File: config.mk
export PLATFORM = sky130hd
export DESIGN_NAME = fetch_unit_flat
export DESIGN_NICKNAME = d
export VERILOG_FILES = /design/src/rtl/fetch_unit_pkg.sv /design/src/rtl/fetch_unit_if.sv /design/src/rtl/fetch_unit_pc_next_mux.sv /design/src/rtl/fetch_unit.sv /design/src/flat_wrapper.sv
export SDC_FILE = /design/constraint.sdc
export NUM_CORES = 1
export LEC_CHECK = 0
export ABC_AREA = 0
export CAP_MARGIN = 20
export CORE_ASPECT_RATIO = 0.6
export CORE_MARGIN = 3
export CORE_UTILIZATION = 44
export CTS_CLUSTER_SIZE = 25
export DETAILED_ROUTE_END_ITERATION = 8
export PLACE_DENSITY = 0.83
export SYNTH_ARGS = -nofsm -noshare
export SYNTH_HDL_FRONTEND = slang
export SYNTH_HIERARCHICAL = 1
export SYNTH_SLANG_ARGS = --single-unit
File: constraint.sdc
create_clock -name cclk -period 5.2 [get_ports cclk]
set_input_delay 1.04 -clock cclk [delete_from_list [all_inputs] [get_ports cclk]]
set_output_delay 1.04 -clock cclk [all_outputs]
set_load 0.01 [all_outputs]
File: src/rtl/fetch_unit_pkg.sv
// Shared encodings for the fetch front-end: PCSrc select, fetch FSM states,
// branch strobe bit positions and the default reset PC.
package fetch_unit_pkg;

    typedef enum logic [1:0] {
        PCSRC_SEQ = 2'b00,
        PCSRC_BR  = 2'b01,
        PCSRC_JMP = 2'b10,
        PCSRC_JR  = 2'b11
    } pcsrc_e;

    typedef enum logic [1:0] {
        F_IDLE = 2'b00,
        F_REQ  = 2'b01,
        F_WAIT = 2'b10
    } fetch_state_e;

    localparam int BR_BEQ = 0;
    localparam int BR_BNE = 1;

    localparam logic [31:0] RESET_PC_DEFAULT = 32'h0000_0000;

    function automatic logic [31:0] jump_target(input logic [3:0] pc_hi, input logic [25:0] jidx);
        return {pc_hi, jidx, 2'b00};
    endfunction

endpackage

File: src/rtl/fetch_unit_if.sv
// Instruction-memory request/response bus with a variable-latency ready strobe.
interface fetch_unit_if;
    logic        imem_req;
    logic [31:0] imem_addr;
    logic [31:0] imem_rdata;
    logic        imem_ready;

    modport master (output imem_req, imem_addr, input imem_rdata, imem_ready);
    modport slave  (input imem_req, imem_addr, output imem_rdata, imem_ready);
endinterface

File: src/rtl/fetch_unit_pc_next_mux.sv
// Combinational next-PC select and PC write-enable; shared with the datapath.
module pc_next_mux
    import fetch_unit_pkg::*;
(
    input  logic [3:0]  pc_hi,
    input  logic [25:0] jidx,
    input  logic        pc_write,
    input  logic [1:0]  branch,
    input  logic        zero,
    input  logic [1:0]  pc_src,
    input  logic [31:0] alu_result,
    input  logic [31:0] alu_out,
    input  logic [31:0] reg_a,
    output logic [31:0] pc_next,
    output logic        pc_en
);

    assign pc_en = pc_write | (branch[BR_BEQ] & zero) | (branch[BR_BNE] & ~zero);

    always_comb begin
        pc_next = alu_result;
        case (pcsrc_e'(pc_src))
            PCSRC_SEQ: pc_next = alu_result;
            PCSRC_BR:  pc_next = alu_out;
            PCSRC_JMP: pc_next = jump_target(pc_hi, jidx);
            PCSRC_JR:  pc_next = reg_a;
            default:   pc_next = alu_result;
        endcase
    end

endmodule

File: src/rtl/fetch_unit.sv
// Fetch front-end: PC register, instruction register and IDLE/REQ/WAIT memory FSM.
// Optional macro FETCH_TIMEOUT_EN adds a WAIT timeout with a sticky fetch_err.
module fetch_unit
    import fetch_unit_pkg::*;
#(
    parameter logic [31:0] RESET_PC       = RESET_PC_DEFAULT,
    parameter int          TIMEOUT_CYCLES = 16
) (
    input  logic         cclk,
    input  logic         rst,
    input  logic         fetch_start,
    input  logic         pc_write,
    input  logic [1:0]   branch,
    input  logic         zero,
    input  logic [1:0]   pc_src,
    input  logic [31:0]  alu_result,
    input  logic [31:0]  alu_out,
    input  logic [31:0]  reg_a,
    fetch_unit_if.master imem,
    output logic [31:0]  instr,
    output logic         instr_valid,
    output logic         fetch_busy,
    output logic [31:0]  pc,
    output logic         fetch_err
);

    fetch_state_e state, state_nx;
    logic [31:0]  pc_next;
    logic         pc_en;
    logic [31:0]  req_addr;
    logic         timeout;
    logic         done;

    pc_next_mux u_pc_next_mux (
        .pc_hi      (pc[31:28]),
        .jidx       (instr[25:0]),
        .pc_write   (pc_write),
        .branch     (branch),
        .zero       (zero),
        .pc_src     (pc_src),
        .alu_result (alu_result),
        .alu_out    (alu_out),
        .reg_a      (reg_a),
        .pc_next    (pc_next),
        .pc_en      (pc_en)
    );

    assign done = (state == F_WAIT) && imem.imem_ready;

    always_ff @(posedge cclk or posedge rst) begin
        if (rst) state <= F_IDLE;
        else     state <= state_nx;
    end

    always_comb begin
        state_nx   = state;
        fetch_busy = 1'b0;
        case (state)
            F_IDLE: if (fetch_start) state_nx = F_REQ;
            F_REQ: begin
                fetch_busy = 1'b1;
                state_nx   = F_WAIT;
            end
            F_WAIT: begin
                fetch_busy = 1'b1;
                if (imem.imem_ready || timeout) state_nx = F_IDLE;
            end
            default: state_nx = F_IDLE;
        endcase
    end

    assign imem.imem_req  = fetch_busy;
    assign imem.imem_addr = req_addr;

    // The request address is frozen at REQ entry so a PC write mid-fetch
    // does not retarget the outstanding access.
    always_ff @(posedge cclk or posedge rst) begin
        if (rst) begin
            pc          <= RESET_PC;
            instr       <= 32'h0;
            instr_valid <= 1'b0;
            req_addr    <= 32'h0;
        end else begin
            instr_valid <= done;
            if (pc_en) pc <= pc_next;
            if (state == F_IDLE && fetch_start) req_addr <= pc;
            if (done) instr <= imem.imem_rdata;
        end
    end

`ifdef FETCH_TIMEOUT_EN
    localparam int TO_W = $clog2(TIMEOUT_CYCLES + 1);
    logic [TO_W-1:0] to_cnt;

    // Fires on the TIMEOUT_CYCLES-th WAIT cycle without a ready strobe.
    assign timeout = (state == F_WAIT) && !imem.imem_ready
                  && (to_cnt == TO_W'(TIMEOUT_CYCLES - 1));

    always_ff @(posedge cclk or posedge rst) begin
        if (rst) begin
            to_cnt    <= '0;
            fetch_err <= 1'b0;
        end else begin
            if (state == F_WAIT && !done && !timeout) to_cnt <= to_cnt + TO_W'(1);
            else                                      to_cnt <= '0;
            if (timeout) fetch_err <= 1'b1;
        end
    end
`else
    logic unused_cfg;
    assign unused_cfg = ^TIMEOUT_CYCLES;
    assign timeout    = 1'b0;
    assign fetch_err  = 1'b0;
`endif

endmodule

File: src/flat_wrapper.sv
// flat-port wrapper written by rule: the top's interface ports become plain ports
module fetch_unit_flat import fetch_unit_pkg::*;
#(
    parameter logic [31:0] RESET_PC       = RESET_PC_DEFAULT,
    parameter int          TIMEOUT_CYCLES = 16
)
  (cclk, rst, fetch_start, pc_write, branch, zero, pc_src, alu_result, alu_out, reg_a, instr, instr_valid, fetch_busy, pc, fetch_err, imem_imem_req, imem_imem_addr, imem_imem_rdata, imem_imem_ready);
  fetch_unit_if imem_i ();
  input  logic cclk;
  input  logic rst;
  input  logic fetch_start;
  input  logic pc_write;
  input  logic [1:0] branch;
  input  logic zero;
  input  logic [1:0] pc_src;
  input  logic [31:0] alu_result;
  input  logic [31:0] alu_out;
  input  logic [31:0] reg_a;
  output logic [31:0] instr;
  output logic instr_valid;
  output logic fetch_busy;
  output logic [31:0] pc;
  output logic fetch_err;
  output wire logic [$bits(imem_i.imem_req)-1:0] imem_imem_req;
  output wire logic [$bits(imem_i.imem_addr)-1:0] imem_imem_addr;
  input wire logic [$bits(imem_i.imem_rdata)-1:0] imem_imem_rdata;
  input wire logic [$bits(imem_i.imem_ready)-1:0] imem_imem_ready;
  assign imem_imem_req = imem_i.imem_req;
  assign imem_imem_addr = imem_i.imem_addr;
  assign imem_i.imem_rdata = imem_imem_rdata;
  assign imem_i.imem_ready = imem_imem_ready;
  fetch_unit #(.RESET_PC(RESET_PC), .TIMEOUT_CYCLES(TIMEOUT_CYCLES)) u_core (.cclk(cclk), .rst(rst), .fetch_start(fetch_start), .pc_write(pc_write), .branch(branch), .zero(zero), .pc_src(pc_src), .alu_result(alu_result), .alu_out(alu_out), .reg_a(reg_a), .imem(imem_i), .instr(instr), .instr_valid(instr_valid), .fetch_busy(fetch_busy), .pc(pc), .fetch_err(fetch_err));
endmodule
==> run_results.csv, run 1 <==
group,metric,value,unit
synth,synth_edf_count,0,
route,drt_iter0_markers,83,
critical_path,path_delay_family,"buffers and inverters",
sta,post-route-period-util,52.8,%
route,final_antenna_net_count,0,
cells_and_area,nNetsFinal,641,
global_routing,grt_use_total,21.4,%
critical_path,r2r-start,"u_core/state[0]",
global_routing,antenna_found_initial,0,
route,routed_wl,13400,um
synth,synth_seq_cells,99,
synth,synth_cells,268,
worst_hold_path,hold_path_startpoint,"u_core/imem.imem_addr[19]",
floorplan,initial_utilization,45.6,%
outcome,status,"complete, no violations",
sta,hold_ws,0.508,ns
critical_path,worstSetupEndpointType,"output pin",
cts,cts_root_buf,"clkbuf_16",
placed_design,placed_cell_area,7210,um2
cts,clk_path_buf_depth,2,
synth,yosysMostFrequentCell,"dfrtp_1",
sta,max_freq,0.364,GHz
synth,synth.avg_cell_area,18.2,um2
sta,drv_slew,0,
sta,setup_viol,0,
route,drtPass1Iterations,3,
synth,synth.distinct_cells,22,
critical_path,cp_num_buf_inv,2,
critical_path,cp_max_fo,3,
synth,ys_seq_area_share,50.8,%
sta,setup-tns-final,0,ns
pwr,ir_worst_vdd,0.305,mV
cts,cts_max_level,3,
synth,yosys.area.top_type_share,50.8,%
worst_hold_path,hold_path_class,"flop to flop",
critical_path,crit_path_max_incr_delay,0.56,ns
sta,fin_crit,2.75,ns
cells_and_area,fillCellCount,714,
sta,maxSlewHeadroom,44.1,%
global_routing,overflow,0,
critical_path,required,4.16,ns
floorplan,die_y,87.6,um
synth,yosysWarnings,6,
pwr,p_leak,3.27,nW
synth,netlist_area,4880,um2
cells_and_area,fin_area,7520,um2
cts,hold_buffers,0,
critical_path,critPathLaunch,"u_core/state[0]",
flow_run,maxCapViolations,0,
route,drc_errors,0,
placed_design,place.gp.congestion,0.836,
global_routing,grt_pass1_vias,3662,
global_routing,grt_pass1_wl,20300,um
synth,synth_area_leaders,"dfrtp_1, mux2_4, mux4_2",
cts,path_clk_slew,0.06,ns
sta,final-hold-violation-count,0,
cells_and_area,regArea,2480,um2
route,wl_per_cell,20.9,um
sta,tightest_slew,0.838,ns
critical_path,path_class,"flop to output pin",
route,vias,3314,
critical_path,crit_chain,"inv_1, ha_1, clkdlybuf4s50_1",
cts,cts_sinks,99,
floorplan,core,10700,um2
placed_design,io_buffers,236,
cts,cts_tree,"done",
pwr,finalPower,3.75,mW
critical_path,arrival,1.71,ns
cts,post_cts_resized,0,
placed_design,post-dp-hpwl,9960,um
critical_path,worst_setup_path_start_kind,"flop",
critical_path,worst_path_max_delay_cell,"clkdlybuf4s50_1",
cells_and_area,areaGrowthSynthToFinish,54.1,%
sta,final.setup_skew,0.00811,ns
global_routing,grt_max_degree,64,
synth,ys.flop_type,"dfrtp_1",
floorplan,io_pins,238,
cells_and_area,antennaDiodeCount,0,
route,vias_per_cell,5.17,
cts,cts_setup_buffers,0,
synth,async_reset_ff_share,100,%
cells_and_area,drive_gt1_share,29.7,%
cts,cts_made_buffers,9,
floorplan,num_rows,29,
floorplan,die_area,12400,um2
cts,clock_latency,0.34,ns
synth,yosys-top-cells-count,"dfrtp_1, mux2_4, mux2_2",
floorplan,die_x,142,um
synth,yosys.area.top_type,"dfrtp_1",
pwr,cellPowerDensity,499,nW/um2
synth,syn-num-nets,410,
sta,rsz0062_at_grt,"false",
cells_and_area,multi_input_area,2140,um2
==> kinds of logic (layout without fill, tap and decap cells) <==
group | Yosys count | count (layout) | synth area share, %
adders and majority gates | 4 | 4 | 1.03
DFF | 99 | 99 | 50.8
AOI/OAI and AO/OA | 4 | 4 | 0.667
other | 1 | 1 | 0.0769
muxes | 130 | 130 | 41.6
buffers and inverters | 26 | 260 | 5.26
and+or+nand+nor | 4 | 4 | 0.564
==> cell type report <==
type / count / area share [%]
multi-input combinational: 143 / 28.5
tap: 139 / 2.31
clock inverter: 4 / 0.699
clock buffer: 10 / 3.18
sequential: 99 / 32.9
timing repair buffer: 240 / 32.0
inverter: 6 / 0.333
==> per-layer routing <==
metal	GRT usage [%]	up-vias	routed length [um]
li1	-	1457	-
met1	27.6	1705	5640
met2	35.8	144	6570
met3	8.13	8	1120
met4	3.57	0	72
met5	0	-	0
==> sequential cells by signal, summed over array words and instances (netlist names) <==
| register | flops |
|---|---|
| u_core/instr | 32 |
| u_core/imem.imem_addr | 32 |
| u_core/state | 2 |
| u_core/instr_valid | 1 |
| u_core/pc | 32 |
==> worst paths after layout <==
| check | end | slack [ns] | cells past startpoint |
|---|---|---|---|
| worst max-delay path | fetch_busy | 2.45 | 3 |
| worst min register to register | u_core/imem.imem_addr[19] | 0.51 | 1 |
| worst max register to register | u_core/instr[10] | 3.38 | 5 |
| worst min-delay path | u_core/imem.imem_addr[19] | 0.51 | 1 |
| min in group asynchronous | u_core/imem.imem_addr[11] | 1.21 | 2 |
| max in group asynchronous | u_core/instr[19] | 3.02 | 3 |
==> where the power goes <==
group          leakage [nW]  switching, mW  internal, mW
registers              1.19          0.240          1.09
logic                  1.95          0.574          1.19
clock network         0.133          0.275         0.381
total                  3.27           1.09          2.66
==> cell usage in the layout (no fill, tap or decap), types with 3 or more instances in the layout <==
master	instances
ha_1	4
mux2_4	59
clkdlybuf4s50_1	234
clkbuf_16	9
dfrtp_1	99
inv_1	5
mux2_2	39
clkinvlp_4	3
mux4_2	28
==> through the flow <==
stage	util, %	cells	worst slack, ns
2_1_floorplan	-	268	1.57
3_3_place_gp	67.2	625	2.23
3_5_place_dp	67.3	626	2.21
4_1_cts	70.1	640	2.43
5_1_grt	70.3	641	2.38
6_report	70.3	641	2.45
No activity file was read; power rests on OpenSTA's default activity.
==> run 2, diff against run 1 <==
--- a/config.mk
+++ b/config.mk
@@ -9,10 +9,10 @@
 export CAP_MARGIN = 20
 export CORE_ASPECT_RATIO = 0.6
 export CORE_MARGIN = 3
-export CORE_UTILIZATION = 44
+export CORE_UTILIZATION = 37
 export CTS_CLUSTER_SIZE = 25
 export DETAILED_ROUTE_END_ITERATION = 8
-export PLACE_DENSITY = 0.83
+export PLACE_DENSITY = 0.74
 export SYNTH_ARGS = -nofsm -noshare
 export SYNTH_HDL_FRONTEND = slang
 export SYNTH_HIERARCHICAL = 1
==> constraint.sdc (replaced) <==
create_clock -name cclk -period 2.35 [get_ports cclk]
set_input_delay 0.47 -clock cclk [delete_from_list [all_inputs] [get_ports cclk]]
set_output_delay 0.47 -clock cclk [all_outputs]
set_load 0.01 [all_outputs]
==> run 2 against run 1 <==
Effect of this change:
- highest routed layer unchanged
- critical path depth stayed put
- cell area up 1.1%
- register-to-register slack worse by 2.7 ns
- non-clock buffer count grew 6
- clock skew rose by 0.0045 ns
- worst hold slack is essentially flat
- first-iteration DRC count rose by 45%
- utilization down 9.2 points
- combinational power up 120%
- sequential cell count unchanged
- clock power grew 110%
==> run_results.csv, run 2 (same netlist as run 1, synthesis figures left out) <==
group,metric,value,unit
outcome,status,"complete, no violations",
route,routed_wl,13300,um
cells_and_area,nNetsFinal,647,
sta,post-route-period-util,93.5,%
route,vias,3300,
placed_design,io_buffers,236,
sta,setup_viol,0,
cells_and_area,final_common_cell,"clkdlybuf4s50_1",
route,drc_errors,0,
pwr,p_leak,3.30,nW
sta,rsz0062_at_grt,"false",
floorplan,num_rows,31,
cells_and_area,finalNonFillerCells,675,
flow_run,maxCapViolations,0,
critical_path,r2r_setup_slack,0.73,ns
cts,hold_buffers,0,
floorplan,core,12500,um2
worst_hold_path,hold_path_class,"flop to flop",
critical_path,worst_r2r_path_depth,5,
critical_path,worstSetupEndpointType,"output pin",
critical_path,arrival,1.73,ns
sta,fin_crit,2.20,ns
floorplan,die_area,14600,um2
sta,final-hold-violation-count,0,
sta,final.setup_skew,0.0126,ns
pwr,ir_worst_vdd,0.543,mV
route,drtPass1Iterations,4,
route,final_antenna_net_count,0,
floorplan,die_x,154,um
cells_and_area,fillCellCount,931,
cts,clk_path_buf_depth,2,
cells_and_area,antennaDiodeCount,0,
cts,cts_max_level,3,
pwr,cellPowerDensity,1090,nW/um2
worst_hold_path,worstHoldPathCells,1,
global_routing,grt_use_met3,7.60,%
cts,cts_setup_buffers,0,
global_routing,busiest_layer,"met2",
critical_path,required,1.88,ns
cts,cts_made_buffers,9,
sta,setup-tns-final,0,ns
cells_and_area,areaGrowthSynthToFinish,55.8,%
floorplan,initial_utilization,39.2,%
global_routing,grt_pass1_wl,20600,um
cells_and_area,final_cell_mix,"clkdlybuf4s50_1, dfrtp_1, mux2_4",
global_routing,overflow,0,
floorplan,die_y,94.9,um
route,vias_per_cell,4.89,
sta,drv_slew,0,
sta,maxSlewHeadroom,63.8,%
route,wl_per_cell,19.7,um
global_routing,grt_use_total,18.3,%
global_routing,grtUsageMet2,29.4,%
global_routing,grt_pass1_vias,3644,
cells_and_area,drive_gt1_share,30.8,%
sta,max_freq,0.455,GHz
global_routing,grt_max_degree,100,
critical_path,worst_setup_path_start_kind,"flop",
placed_design,dp.cells,659,
sta,tightest_slew,0.543,ns
cts,cts_tree,"done",
floorplan,io_pins,238,
placed_design,post-dp-hpwl,10100,um
cts,path_clk_slew,0.07,ns
cts,cts_root_buf,"clkbuf_16",
route,drt_iter0_markers,120,
cts,post_cts_resized,0,
cts,clock_latency,0.34,ns
placed_design,place.gp.congestion,0.829,
global_routing,antenna_found_initial,0,
critical_path,cp_max_fo,3,
cts,cts_sinks,99,
global_routing,met1_usage,23.9,%
critical_path,path_class,"flop to output pin",
## run 2: cell count changes in the layout (fill, tap and decap cells not counted), sizes merged
cell / previous run / this run
bufinv: 1 / 0
buf: 6 / 12
clkbuf: 10 / 11
clkinv: 0 / 2
## run 2: critical path, stage by stage, from the launching register on
cell and delay (ns):
dfrtp_1 0.38, inv_1 0.09, ha_1 0.35, clkdlybuf4s50_1 0.56
## run 2: worst paths after layout
check | startpoint | endpoint
worst max-delay path | u_core/state[0] | fetch_busy
worst min-delay path | u_core/instr[31] | u_core/instr[31]
worst max register to register | u_core/state[0] | u_core/instr[20]
worst min register to register | u_core/instr[31] | u_core/instr[31]
max in group asynchronous | rst | u_core/state[1]
min in group asynchronous | rst | u_core/instr[16]
## run 2: report_power, final
group	total (mW)	internal (mW)	leakage, nW	switching (mW)
Combinational	3.94	2.64	1.98	1.29
Sequential	2.93	2.42	1.19	0.514
Clock	1.39	0.752	0.132	0.639
## run 2: layout make-up
type,instances,area [um2],area share [%]
clock inverters,5,37.5,0.494
repair buffers,246,2460,32.4
well taps,165,206,2.72
inverters,6,26.3,0.346
clock buffers,11,243,3.19
multi-input cells,143,2150,28.2
flip-flops and latches,99,2480,32.6
## run 2: metal layers
| layer | vias up | part of all wire [%] | wire length, um |
|---|---|---|---|
| li1 | 1479 | - | - |
| met1 | 1663 | 43 | 5740 |
| met2 | 151 | 47 | 6190 |
| met3 | 7 | 9.8 | 1300 |
| met4 | 0 | 0.44 | 59 |
| met5 | - | 0 | 0 |
## run 2: per-stage QoR
step | utilization, % | setup slack [ns] | hold slack (ns) | area (um2) | power (mW)
finish | 61.0 | 0.154 | 0.508 | 7600 | 8.26
detailed placement | 58.8 | 0.409 | 0.494 | 7320 | 6.93
CTS | 61.0 | 0.138 | 0.510 | 7600 | 8.37
global placement | 58.8 | 0.431 | 0.492 | 7320 | 6.86
floorplan | - | 0.704 | 0.506 | 4880 | 4.93
global route | 61.0 | 0.0771 | 0.521 | 7600 | 8.71
==> run 3, diff against run 2 <==
--- a/config.mk
+++ b/config.mk
@@ -13,6 +13,7 @@
 export CTS_CLUSTER_SIZE = 25
 export DETAILED_ROUTE_END_ITERATION = 8
 export PLACE_DENSITY = 0.74
+export SLEW_MARGIN = 30
 export SYNTH_ARGS = -nofsm -noshare
 export SYNTH_HDL_FRONTEND = slang
 export SYNTH_HIERARCHICAL = 1
==> results of run 3 <==
The final DEF is identical to that of run 2; final timing and power are the same.
